<file path="config.mk">
export PLATFORM = sky130hd
export DESIGN_NAME = slatch_wr_arb
export DESIGN_NICKNAME = d
export VERILOG_FILES = /design/src/rtl/slatch_wr_arb.sv
export SDC_FILE = /design/constraint.sdc
export NUM_CORES = 1
export LEC_CHECK = 0
export ABC_AREA = 0
export CAP_MARGIN = 20
export CORE_ASPECT_RATIO = 1.4
export CORE_MARGIN = 10
export CORE_UTILIZATION = 41
export CTS_CLUSTER_SIZE = 14
export DETAILED_ROUTE_END_ITERATION = 7
export GPL_TIMING_DRIVEN = 0
export PLACE_DENSITY_LB_ADDON = 0.25
export SETUP_SLACK_MARGIN = 0.15
export SLEW_MARGIN = 20
export SYNTH_ARGS = -nofsm -noshare
export SYNTH_HDL_FRONTEND = slang
export SYNTH_SLANG_ARGS = --single-unit
</file>
<file path="constraint.sdc">
create_clock -name sys_clk -period 3.22 [get_ports sys_clk]
set_input_delay 0.483 -clock sys_clk [delete_from_list [all_inputs] [get_ports sys_clk]]
set_output_delay 0.483 -clock sys_clk [all_outputs]
set_load 0.1 [all_outputs]
</file>
<file path="src/rtl/slatch_wr_arb.sv">
// rtl/slatch_wr_arb.sv - two-requester round-robin write arbiter driving a bank of slatchc registers
// Each grant runs SETUP (data on bus), STROBE (one-hot load enable), DONE (ack/err) and returns to IDLE.
module slatch_wr_arb #(
   parameter int NREG = 6,
   parameter int DW   = 16
) (
   input  logic            sys_clk,
   input  logic            resl,
   input  logic            hold,
   input  logic            req0,
   input  logic            req1,
   input  logic [2:0]      addr0,
   input  logic [2:0]      addr1,
   input  logic [DW-1:0]   data0,
   input  logic [DW-1:0]   data1,
   output logic            ack0,
   output logic            ack1,
   output logic            err,
   output logic [DW-1:0]   lat_d,
   output logic [NREG-1:0] lat_en,
   output logic            busy
);

   localparam logic [1:0] ST_IDLE   = 2'd0;
   localparam logic [1:0] ST_SETUP  = 2'd1;
   localparam logic [1:0] ST_STROBE = 2'd2;
   localparam logic [1:0] ST_DONE   = 2'd3;
   localparam logic [3:0] NREG_W    = 4'(NREG);

   logic [1:0]    state_q, state_d;
   logic          last_q, last_d;    // 1: requester 1 was served most recently
   logic          gnt_q, gnt_d;
   logic [2:0]    addr_q, addr_d;
   logic [DW-1:0] data_q, data_d;
   logic          winner;
   logic          in_range;

   always_comb begin
      winner = req1;
      if (req0 && req1) begin
         winner = ~last_q;
      end
      state_d = state_q;
      last_d  = last_q;
      gnt_d   = gnt_q;
      addr_d  = addr_q;
      data_d  = data_q;
      case (state_q)
         ST_IDLE: begin
            if (!hold && (req0 || req1)) begin
               state_d = ST_SETUP;
               last_d  = winner;
               gnt_d   = winner;
               addr_d  = winner ? addr1 : addr0;
               data_d  = winner ? data1 : data0;
            end
         end
         ST_SETUP:  state_d = ST_STROBE;
         ST_STROBE: state_d = ST_DONE;
         default:   state_d = ST_IDLE;
      endcase
   end

   always_ff @(posedge sys_clk) begin
      if (!resl) begin
         state_q <= ST_IDLE;
         last_q  <= 1'b1;
         gnt_q   <= 1'b0;
         addr_q  <= '0;
         data_q  <= '0;
      end else begin
         state_q <= state_d;
         last_q  <= last_d;
         gnt_q   <= gnt_d;
         addr_q  <= addr_d;
         data_q  <= data_d;
      end
   end

   // Strobe and completion are also qualified by resl so an aborted write never loads a register.
   always_comb begin
      lat_en = '0;
      for (int i = 0; i < NREG; i++) begin
         lat_en[i] = resl && (state_q == ST_STROBE) && (addr_q == 3'(i));
      end
   end

   assign in_range = ({1'b0, addr_q} < NREG_W);
   assign ack0     = resl && (state_q == ST_DONE) && !gnt_q;
   assign ack1     = resl && (state_q == ST_DONE) &&  gnt_q;
   assign err      = resl && (state_q == ST_DONE) && !in_range;
   assign busy     = (state_q != ST_IDLE);
   assign lat_d    = data_q;

endmodule

</file>
==> flow_summary.json <==
{
  "rsz0062_at_grt": "no",
  "h-tree-depth": 1,
  "final_cell_area_um2": 2068,
  "grt_max_degree": 13,
  "placed_area_um2": 2022,
  "mostFrequentLayoutCells": "clkdlybuf4s50_1, nand2_1, dfxtp_1, a21oi_1",
  "area_delta_synth_final_pct": 60.64,
  "post-synth-top-area-fraction_pct": 35.76,
  "min_path_type": "register to register",
  "required_ns": 2.74,
  "fin_crit_sh_pct": 91.89,
  "cts_hold_buffers": 0,
  "power_per_cell_area_nw_per_um2": 522.4,
  "netlist_area_um2": 1287,
  "initial_core_util_pct": 42.03,
  "diodes": 0,
  "path_class": "input pin to primary output",
  "fillers": 273,
  "ios": 69,
  "hold_depth": 2,
  "synth.area.top_cells": "dfxtp_1, a311oi_2, nand2_1, a21oi_1, a311oi_1",
  "viasPerCell": 5.309,
  "dieArea_um2": 5814,
  "core_um2": 3063,
  "yosys-mux-area-fraction_pct": 0.7775,
  "cp.arrival_ns": 2.48,
  "power.leakage_nw": 0.8172,
  "rr_worst_depth": 7,
  "drt_pass1_iterations": 4,
  "setup_viol": 0,
  "grt_pass1_wl_mm": 6.831,
  "synth-xor-area-share_pct": 0,
  "fin_tns_setup_ns": 0,
  "clkSinkCount": 23,
  "syn_avg_cell_area_um2": 8.526,
  "synth_top_area_cell": "dfxtp_1",
  "die_h_um": 86.31,
  "drv_cap": 0,
  "timing.rr.start": "state_q[0]$_SDFFE_PN0P_",
  "yosysSeqAreaShare_pct": 35.76,
  "netlist_instances": 151,
  "grt_pass1_vias": 1476,
  "cts.clk_slew.worst_paths_ns": 0.08,
  "end_kind": "primary output",
  "cts_buffers": 3,
  "syn-num-nets": 198,
  "grt-ovfl-total": 0,
  "antenna_found_initial": 0,
  "final_common_cell": "clkdlybuf4s50_1",
  "drive_above_1_share_pct": 16.59,
  "insertion_delay_ns": 0.26,
  "synth_top_family_by_area": "compound AO/OA/AOI/OAI gates",
  "root_buffer": "clkbuf_8",
  "drt-total-wl_mm": 4.186,
  "yosysUniqueCellTypes": 28,
  "io_buffers": 68,
  "min-delay-start": "gnt_q$_SDFFE_PN0P_",
  "final_nets": 271,
  "critPathMaxFanout": 7,
  "rows": 24,
  "synthSimpleGateAreaFrac_pct": 20.60,
  "worstMarginPinSlew_ns": 1.004,
  "cts_tree": "built",
  "fin_skew_ns": 0.0008935,
  "start_kind": "input pin",
  "via_count": 1391,
  "status": "complete, no violations",
  "drv_slew": 0,
  "worst_ir_drop_vdd_mv": 0.3467,
  "wl_per_cell_um": 15.98,
  "postCtsSetupBuffers": 0,
  "min_period_ns": 2.959,
  "hold_viol_final": 0,
  "die_w_um": 67.36,
  "synth_compound_area_share_pct": 31.00,
  "cp-startpoint": "resl",
  "hpwl_mm": 3.319,
  "max_freq_mhz": 338.0,
  "synthAdderAreaFrac_pct": 3.887,
  "slew_headroom_pct": 32.89,
  "ys_warn_count": 0,
  "cts_buffer_depth": 2,
  "rrSetupSlack_ns": 1.56,
  "drc": 0,
  "place_congestion": 0.7742,
  "ant_nets": 0,
  "drt-initial-drc-count": 33,
  "grt_usage_pct": 14.45,
  "ys_seq_elements": 23
}
[layout make-up]
type / count / area [um^2] / area share, %
plain buffers: 12 / 80.08 / 3.872
clock buffers: 4 / 45.04 / 2.178
inverters: 6 / 22.52 / 1.089
multi-input cells: 110 / 729.5 / 35.27
flip-flops and latches: 23 / 460.4 / 22.26
well taps: 39 / 48.80 / 2.359
repair buffers: 68 / 681.9 / 32.97
[sequential cells by signal (all words and copies together), names as in the netlist]
name,flops
gnt_q,1
addr_q,3
state_q,2
last_q,1
lat_d,16
[cells by family (layout without fill, tap and decap cells)]
logic type	Yosys count	after routing
buffers and inverters	18	90
muxes	1	1
and+or+nand+nor	57	57
AOI/OAI and AO/OA	48	48
adders and majority gates	4	4
DFF	23	23
[cells in the mapped netlist]
library cell,instances
buf_6,1
a311oi_2,10
buf_8,1
buf_4,3
nor3_1,4
mux2i_1,1
and3_1,1
a21boi_2,1
clkbuf_1,3
a21oi_1,21
a311oi_1,9
nand3_1,4
buf_2,4
dfxtp_1,23
nand2_2,10
o21ba_2,1
nor2_1,4
o21ai_0,2
ha_1,4
inv_1,6
nand3b_1,1
a21bo_1,1
o31ai_1,1
o21bai_2,1
nand2_1,31
o21ai_1,1
nand4_1,1
nor2_4,1
[worst max-delay path: stages]
cell             delay, ns
clkdlybuf4s50_1       0.59
nand3_1               0.15
nor2_1                0.11
clkdlybuf4s50_1       1.14
[timing repair]
action                                  4_1_cts  5_1_grt
gates cloned                                  0        0
endpoints found under the setup margin        3        2
resized for setup                             3        2
pin swaps                                     0        0
[per-layer routing]
metal | up-vias | GRT usage, % | routed length (um)
met3 | 4 | 4.780 | 374
met4 | 0 | 2.996 | 30
met2 | 51 | 26.56 | 2200
met1 | 653 | 15.27 | 1581
met5 | - | 0 | 0
li1 | 683 | - | -
[where the power goes]
part	leakage, nW	internal, mW	switching, mW
sequential	0.190	0.323	0.0281
clock	0.0228	0.0883	0.0930
combinational	0.605	0.171	0.377
[through the flow]
step | hold slack [ns] | total power, mW | utilization, % | instances | setup WS, ns
floorplan | 0.4630 | 0.7462 | - | 151 | 0.001669
global placement | 0.4829 | 0.8943 | 66.01 | 258 | 0.1710
detailed placement | 0.4948 | 0.9056 | 66.01 | 258 | 0.1355
CTS | 0.5066 | 1.079 | 67.36 | 262 | 0.1788
global route | 0.5539 | 1.125 | 67.52 | 262 | 0.1600
finish | 0.5082 | 1.080 | 67.52 | 262 | 0.2612
[path summary, 6_finish.rpt]
path                            to
min             gnt_q$_SDFFE_PN0P_
max                      lat_en[5]
min reg2reg     gnt_q$_SDFFE_PN0P_
max reg2reg  lat_d[9]$_SDFFE_PN0P_
Power figures use the tool's default switching activity.
